$ cat src/rtl/primitive_assembly_pkg.sv
// Shared opcodes, FSM/mode encodings and vertex bit-slice positions for primitive_assembly.
// Opcode values must stay in step with global_def.h.
package primitive_assembly_pkg;

    localparam logic [7:0] OP_NOP            = 8'h00;
    localparam logic [7:0] OP_SETVERTEX      = 8'h30;
    localparam logic [7:0] OP_SETCOLOR       = 8'h31;
    localparam logic [7:0] OP_ROTATE         = 8'h32;
    localparam logic [7:0] OP_TRANSLATE      = 8'h33;
    localparam logic [7:0] OP_SCALE          = 8'h34;
    localparam logic [7:0] OP_PUSHMATRIX     = 8'h35;
    localparam logic [7:0] OP_POPMATRIX      = 8'h36;
    localparam logic [7:0] OP_BEGINPRIMITIVE = 8'h37;
    localparam logic [7:0] OP_ENDPRIMITIVE   = 8'h38;
    localparam logic [7:0] OP_LOADIDENTITY   = 8'h39;
    localparam logic [7:0] OP_FLUSH          = 8'h3A;

    // x lives in VOut[31:16], y in VOut[47:32]
    localparam int VERTEX_X_LSB = 16;
    localparam int VERTEX_Y_LSB = 32;

    typedef enum logic {ST_IDLE = 1'b0, ST_COLLECT = 1'b1} state_t;
    typedef enum logic {MODE_LIST = 1'b0, MODE_STRIP = 1'b1} mode_t;

endpackage

$ cat src/rtl/primitive_assembly_prim_out_reg.sv
// Triangle holding register facing the rasterizer, with consume logic and a
// saturating count of consumed triangles. Updates on the falling clock edge.
module prim_out_reg #(
    parameter int COORD_WIDTH = 16,
    parameter int VREG_WIDTH  = 64,
    parameter int CNT_WIDTH   = 16
) (
    input  logic                     clk,
    input  logic                     rst,
    input  logic                     load,
    input  logic [2*COORD_WIDTH-1:0] load_v0,
    input  logic [2*COORD_WIDTH-1:0] load_v1,
    input  logic [2*COORD_WIDTH-1:0] load_v2,
    input  logic [VREG_WIDTH-1:0]    load_color,
    input  logic                     rast_ready,
    output logic                     tri_valid,
    output logic [2*COORD_WIDTH-1:0] tri_v0,
    output logic [2*COORD_WIDTH-1:0] tri_v1,
    output logic [2*COORD_WIDTH-1:0] tri_v2,
    output logic [VREG_WIDTH-1:0]    tri_color,
    output logic [CNT_WIDTH-1:0]     tri_count
);

    // Handshake: a triangle transfers on any edge where tri_valid and rast_ready are
    // both 1; once tri_valid rises the fields hold until that transfer, and a load on
    // the transfer edge replaces the triangle without dropping tri_valid.
    logic consume;
    assign consume = tri_valid & rast_ready;

    always_ff @(negedge clk or posedge rst) begin
        if (rst) begin
            tri_valid <= 1'b0;
            tri_v0    <= '0;
            tri_v1    <= '0;
            tri_v2    <= '0;
            tri_color <= '0;
            tri_count <= '0;
        end else begin
            if (load) begin
                tri_valid <= 1'b1;
                tri_v0    <= load_v0;
                tri_v1    <= load_v1;
                tri_v2    <= load_v2;
                tri_color <= load_color;
            end else if (consume) begin
                tri_valid <= 1'b0;
            end
            if (consume && (tri_count != {CNT_WIDTH{1'b1}})) begin
                tri_count <= tri_count + CNT_WIDTH'(1);
            end
        end
    end

endmodule

$ cat src/rtl/primitive_assembly.sv
// Groups vertices between BEGIN/END primitive opcodes into triangles for the rasterizer.
// Strip assembly is built only when PRIMITIVE_ASSEMBLY_STRIP_EN is defined; otherwise always list.
module primitive_assembly
    import primitive_assembly_pkg::*;
#(
    parameter int OPCODE_WIDTH = 8,
    parameter int VREG_WIDTH   = 64,
    parameter int COORD_WIDTH  = 16,
    parameter int CNT_WIDTH    = 16
) (
    input  logic                     I_CLOCK,
    input  logic                     I_RESET,
    input  logic                     I_LOCK,
    input  logic [OPCODE_WIDTH-1:0]  I_Opcode,
    input  logic [VREG_WIDTH-1:0]    I_VIn,
    input  logic [VREG_WIDTH-1:0]    I_ColorIn,
    input  logic                     I_RastReady,
    output logic                     O_FRAMESTALL,
    output logic                     O_LOCK,
    output logic                     O_TriValid,
    output logic [2*COORD_WIDTH-1:0] O_TriV0,
    output logic [2*COORD_WIDTH-1:0] O_TriV1,
    output logic [2*COORD_WIDTH-1:0] O_TriV2,
    output logic [VREG_WIDTH-1:0]    O_TriColor,
    output logic [CNT_WIDTH-1:0]     O_TriCount,
    output logic                     dbg_state
);

    localparam int VW = 2 * COORD_WIDTH;

    state_t          state, state_n;
    mode_t           mode, mode_n, begin_mode;
    logic [1:0]      vcnt, vcnt_n;
    logic            parity, parity_n;
    logic [VW-1:0]   slot0, slot1, slot0_n, slot1_n;
    logic [VW-1:0]   vertex;
    logic [VW-1:0]   ld_v0, ld_v1, ld_v2;
    logic            load;
    logic            accept;
    logic            unused_vin;

    assign O_LOCK       = I_LOCK;
    assign O_FRAMESTALL = O_TriValid & ~I_RastReady;
    assign accept       = I_LOCK & ~O_FRAMESTALL;
    assign dbg_state    = state;
    assign vertex       = {I_VIn[VERTEX_Y_LSB +: COORD_WIDTH], I_VIn[VERTEX_X_LSB +: COORD_WIDTH]};
    assign unused_vin   = ^I_VIn;

`ifdef PRIMITIVE_ASSEMBLY_STRIP_EN
    assign begin_mode = mode_t'(I_VIn[0]);
`else
    assign begin_mode = MODE_LIST;
`endif

    // The third vertex of a triangle is never stored: it feeds the output register
    // directly, so two slots plus the incoming vertex form the three-vertex window.
    always_comb begin
        state_n  = state;
        mode_n   = mode;
        vcnt_n   = vcnt;
        parity_n = parity;
        slot0_n  = slot0;
        slot1_n  = slot1;
        ld_v0    = slot0;
        ld_v1    = slot1;
        ld_v2    = vertex;
        load     = 1'b0;
        if (accept) begin
            case (I_Opcode)
                OP_BEGINPRIMITIVE: begin
                    state_n  = ST_COLLECT;
                    mode_n   = begin_mode;
                    vcnt_n   = 2'd0;
                    parity_n = 1'b0;
                end
                OP_ENDPRIMITIVE, OP_FLUSH: begin
                    state_n = ST_IDLE;
                    vcnt_n  = 2'd0;
                end
                OP_SETVERTEX: begin
                    if (state == ST_COLLECT) begin
                        if (vcnt == 2'd0) begin
                            slot0_n = vertex;
                            vcnt_n  = 2'd1;
                        end else if (vcnt == 2'd1) begin
                            slot1_n = vertex;
                            vcnt_n  = 2'd2;
                        end else begin
                            load = 1'b1;
                            if (mode == MODE_STRIP) begin
                                // odd strip triangles swap the older pair to keep winding
                                if (parity) begin
                                    ld_v0 = slot1;
                                    ld_v1 = slot0;
                                end
                                slot0_n  = slot1;
                                slot1_n  = vertex;
                                parity_n = ~parity;
                            end else begin
                                vcnt_n = 2'd0;
                            end
                        end
                    end
                end
                default: ;
            endcase
        end
    end

    always_ff @(negedge I_CLOCK or posedge I_RESET) begin
        if (I_RESET) begin
            state  <= ST_IDLE;
            mode   <= MODE_LIST;
            vcnt   <= 2'd0;
            parity <= 1'b0;
            slot0  <= '0;
            slot1  <= '0;
        end else begin
            state  <= state_n;
            mode   <= mode_n;
            vcnt   <= vcnt_n;
            parity <= parity_n;
            slot0  <= slot0_n;
            slot1  <= slot1_n;
        end
    end

    prim_out_reg #(
        .COORD_WIDTH (COORD_WIDTH),
        .VREG_WIDTH  (VREG_WIDTH),
        .CNT_WIDTH   (CNT_WIDTH)
    ) u_out (
        .clk        (I_CLOCK),
        .rst        (I_RESET),
        .load       (load),
        .load_v0    (ld_v0),
        .load_v1    (ld_v1),
        .load_v2    (ld_v2),
        .load_color (I_ColorIn),
        .rast_ready (I_RastReady),
        .tri_valid  (O_TriValid),
        .tri_v0     (O_TriV0),
        .tri_v1     (O_TriV1),
        .tri_v2     (O_TriV2),
        .tri_color  (O_TriColor),
        .tri_count  (O_TriCount)
    );

endmodule

$ cat config.mk
export PLATFORM = sky130hd
export DESIGN_NAME = primitive_assembly
export DESIGN_NICKNAME = d
export VERILOG_FILES = /design/src/rtl/primitive_assembly_pkg.sv /design/src/rtl/primitive_assembly_prim_out_reg.sv /design/src/rtl/primitive_assembly.sv
export SDC_FILE = /design/constraint.sdc
export NUM_CORES = 1
export LEC_CHECK = 0
export ABC_AREA = 1
export CAP_MARGIN = 20
export CORE_MARGIN = 1
export CORE_UTILIZATION = 47
export DETAILED_ROUTE_END_ITERATION = 12
export PLACE_DENSITY = 0.83
export SYNTH_ARGS = -nofsm -noshare
export SYNTH_HDL_FRONTEND = slang
export SYNTH_SLANG_ARGS = --single-unit
$ cat constraint.sdc
create_clock -name I_CLOCK -period 8.9 [get_ports I_CLOCK]
set_input_delay 0.89 -clock I_CLOCK [delete_from_list [all_inputs] [get_ports I_CLOCK]]
set_output_delay 0.89 -clock I_CLOCK [all_outputs]
set_load 0.05 [all_outputs]
Yosys cells after proc, flatten, opt, wreduce, memory -nomap -nowiden
Cells that the tools add are included.
Widths: inputs -> output; s select.
{ "totals": {"ff_bits": 244, "out_inout_bits": 180, "elab_cells": 50} }
{ "op_classes": {"n_addsub": 1, "eq_ne": 8, "muxes": 14, "bitwise": 6, "n_reduce_logical": 11} }
{ "ops": {"columns": ["operator", "n"], "rows": [
  ["$mux 32", 2],
  ["$eq 8x6->1 const B", 4],
  ["$add 16x1->16 const B", 1],
  ["$ne 16x16->1 const B", 1],
  ["$reduce_and 5->1", 2],
  ["$mux 1", 7],
  ["$mux 2", 3],
  ["$reduce_bool 2->1", 3],
  ["$ne 2x2->1 const B", 2],
  ["$pmux 2 s2", 1],
  ["$and 1x1->1", 3],
  ["$not 1->1", 3],
  ["$reduce_and 3->1", 1],
  ["$reduce_or 3->1", 1],
  ["$eq 2x1->1 const B", 1],
  ["$logic_not 2->1", 1],
  ["$pmux 1 s2", 1],
  ["$reduce_and 2->1", 1],
  ["$reduce_or 2->1", 1],
  ["$logic_and 1x1->1", 1]
]} }

Longest topological paths before layout
{ "logic_depth": {"depth_word": 7, "ltp_mapped": 10, "ltp_nobuf": 9} }

Modules after synthesis
A second synthesis with hierarchy kept.
{ "hier_totals": {"hier_cells": 1143, "area_unflattened_um2": 9774.4} }
{ "by_module_without_submodules": {"columns": ["module", "instances", "cells_per_inst", "area_per_inst_um2"], "rows": [
  ["prim_out_reg", 1, 829, 7000.5],
  ["primitive_assembly", 1, 314, 2773.9]
]} }

==> flow_summary.toml <==
[drt]
drt_drc_violations_left = 0
detailroute.via_count = 8484
drt_wl_total_um = 26500
dr.first_iter.drc_count = 407
post_route_antenna_net_violation_count = 0
drtPass1Iterations = 4
detail_route.wl_per_cell_um = 15.8
via_per_inst = 5.07

[critical_path]
startpoint_type = "flop"
critPathBufInv = 2
cp_cell_sequence = "nand2_1 -> inv_1 -> clkdlybuf4s50_1"
highest_net_fanout_along_the_worst_path = 3
endpoint_kind = "primary output"
crit_family = "buffers and inverters"
arrival_ps = 6370
path_class = "flop to primary output"
timing.critical_path.slowest_stage_cell = "clkdlybuf4s50_1"
worst_ep_required_time_ps = 8010
critical-path-max-stage-delay_ps = 790

[layout]
fillCellCount = 1654
syn_to_final_growth_pct = 37.4
antenna_cells = 0
nets = 1523
final_layout_size_suffix_gt1_frac = 0.0593

[floorplan]
dieWidth_um = 149
die_height_um = 149
fp.coreArea_mm2 = 0.0211
starting_density_of_the_core = 0.480
pin_count = 320
dieArea_mm2 = 0.0221
floorplan.rows = 53

[clocking]
cts_htree_levels = 1
ctsResizeCount = 0
postCtsSetupRepairBufs = 0
tritoncts_num_sinks = 244
cts.reportedPaths.clkPinSlew_ps = 40
cts-buffers-inserted = 25
tritoncts_clock_tree = "yes"
cts-root-buf = "clkbuf_16"
cts_hold_repair.buffers = 0
clock_latency_ps = 520
clock_tree.buffer_depth = 3

[sta]
finalClockSkew_ps = 10.5
timing.hold.ws_ps = 415
setup_viol = 0
setup_total_negative_slack_ps = 0
slew_headroom = 0.403
hold_violations = 0
max_slew.worst_pin.slew_ps = 892
final-max-slew-violation-count = 0
grt_setup_unrepaired = "no"

[yosys]
synthDistinctLibCells = 26
synth_fa_ha_area_frac = 0.00124
ffs_latches_synth = 244
synth-xor-area-share = 0.00951
synth_edf_count = 0
share_of_the_synthesized_area_in_compound_gates_ao_oa_aoi_oai = 0.0404
synth.yosys.warnings = 0
postSynthCellCount = 1124
avgSynthCellArea_um2 = 9.01
ys_dominant_reg_cell = "dfrtn_1"
muxShareOfSynthArea = 0
synth_simple_gate_area_frac = 0.279
synth_fp_nets = 1265
synth.yosys.seq_area_share = 0.603
ys_async_sr_fraction = 1.00
main_combinational_cell_family_by_area_after_synthesis = "simple AND/OR/NAND/NOR gates"
synthesized_area_mm2 = 0.0101

[grt]
grt_first_pass_wirelength_um = 41200
global_route.usage.total = 0.234
vias_in_the_first_global_route = 8110
number_of_antenna_violations_at_the_first_check_in_global_routing = 0
grt_start_max_net_pins = 131
total_overflow_reported_by_the_global_router = 0

[run]
drv_cap = 0

[pwr]
static-leakage-power_nw = 6.96
power-per-cell-area_mw_per_mm2 = 169
total_chip_power_mw = 2.36
worst_ir_drop_vdd_mv = 0.139

[placement]
gp_congestion = 0.825
dp_hpwl_um = 16800
io_buffers = 287

[status]
status = "completed"

[worst_hold_path]
min_path_type = "flop to flop"
sequential cells by signal, summed over array words and instances, names as in the netlist:
register / flops
u_out.tri_color: 64
slot0: 32
slot1: 32
u_out.tri_v0: 32
u_out.tri_v1: 32
u_out.tri_v2: 32
u_out.tri_count: 16
vcnt: 2
dbg_state: 1
u_out.tri_valid: 1
worst register-to-register path, delay by kind of cell, from the launching register on:
family                 cells  cell delay [ps]
AND/OR/NAND/NOR            5              810
buffers and inverters      2              500
AO/OA/AOI/OAI              1               60
flip-flops                 1              520
Yosys cell counts (2+ instances only):
library cell  instances  area share
nand3_1             167       0.083
nand2_2               4      0.0025
nand2_1             474        0.18
inv_1                48       0.018
o21ai_1              50       0.025
nand4_1               4      0.0025
clkbuf_1              2     0.00074
nor2_2                3      0.0019
nor2_1               21      0.0078
buf_4                23       0.017
dfrtn_1             244        0.60
buf_6                14       0.016
xnor2_1               7      0.0061
inv_2                 5      0.0019
o21ai_2              12       0.010
o21ai_0               7      0.0035
xor2_1                4      0.0035
buf_2                27       0.013
final cells by class:
type	count	area (um^2)	area share
clock buffer	39	778	0.0559
clock inverter	6	109	0.00782
inverter	53	205	0.0147
multi-input combinational	760	3360	0.241
sequential	244	6110	0.439
tap	275	344	0.0247
timing repair buffer	298	3020	0.217
worst paths after layout:
check | from | to | depth (start not counted) | slack (ps)
worst max-delay path | u_out.tri_valid | O_FRAMESTALL | 3 | 1640
worst min-delay path | u_out.tri_color[26] | u_out.tri_color[26] | 2 | 410
worst max register to register | vcnt[1] | slot0[7] | 8 | 6850
worst min register to register | u_out.tri_color[26] | u_out.tri_color[26] | 2 | 410
max in group asynchronous | I_RESET | slot0[15] | 3 | 2750
min in group asynchronous | I_RESET | dbg_state | 2 | 5120
power by group:
group | internal [mW] | switching (mW) | leakage, nW
sequential | 1.13 | 0.00534 | 3.40
combinational | 0.0541 | 0.0649 | 3.12
clock | 0.685 | 0.424 | 0.439
logic make-up (layout without fill, tap and decap cells):
group | count (synthesis) | count (layout)
simple gates | 678 | 678
compound gates | 70 | 70
fa+ha+maj | 1 | 1
xor+xnor | 11 | 11
buf+inv | 120 | 396
flops | 244 | 244
routing by layer:
layer / part of all wire / vias to the layer above / global-route usage
met1: 0.41 / 4053 / 0.293
met3: 0.084 / 49 / 0.0557
met5: 0 / - / 0
li1: - / 4079 / -
met2: 0.48 / 303 / 0.399
met4: 0.026 / 0 / 0.0750
per-stage QoR:
| stage | instance area (um^2) | worst slack, ps | cells | util |
|---|---|---|---|---|
| 2_1_floorplan | 10100 | 500 | 1124 | - |
| 3_3_place_gp | 13000 | 1410 | 1630 | 0.618 |
| 3_5_place_dp | 13000 | 1370 | 1630 | 0.618 |
| 4_1_cts | 13900 | 1620 | 1675 | 0.660 |
| 5_1_grt | 13900 | 1580 | 1675 | 0.660 |
| 6_report | 13900 | 1640 | 1675 | 0.660 |
cell usage in the layout (no fill, tap or decap), drive strengths merged:
cell           Yosys  routed
buf               65      11
bufinv             0       3
clkbuf             2      39
clkdlybuf4s50      0     287
clkinv             0       2
clkinvlp           0       1
dfrtn            244     244
ha                 1       1
inv               53      53
nand2            478     478
nand3            168     168
nand4              5       5
nor2              25      25
nor3               1       1
nor4               1       1
o21ai             69      69
o21bai             1       1
xnor2              7       7
xor2               4       4
(Power assumes the default switching activity.)
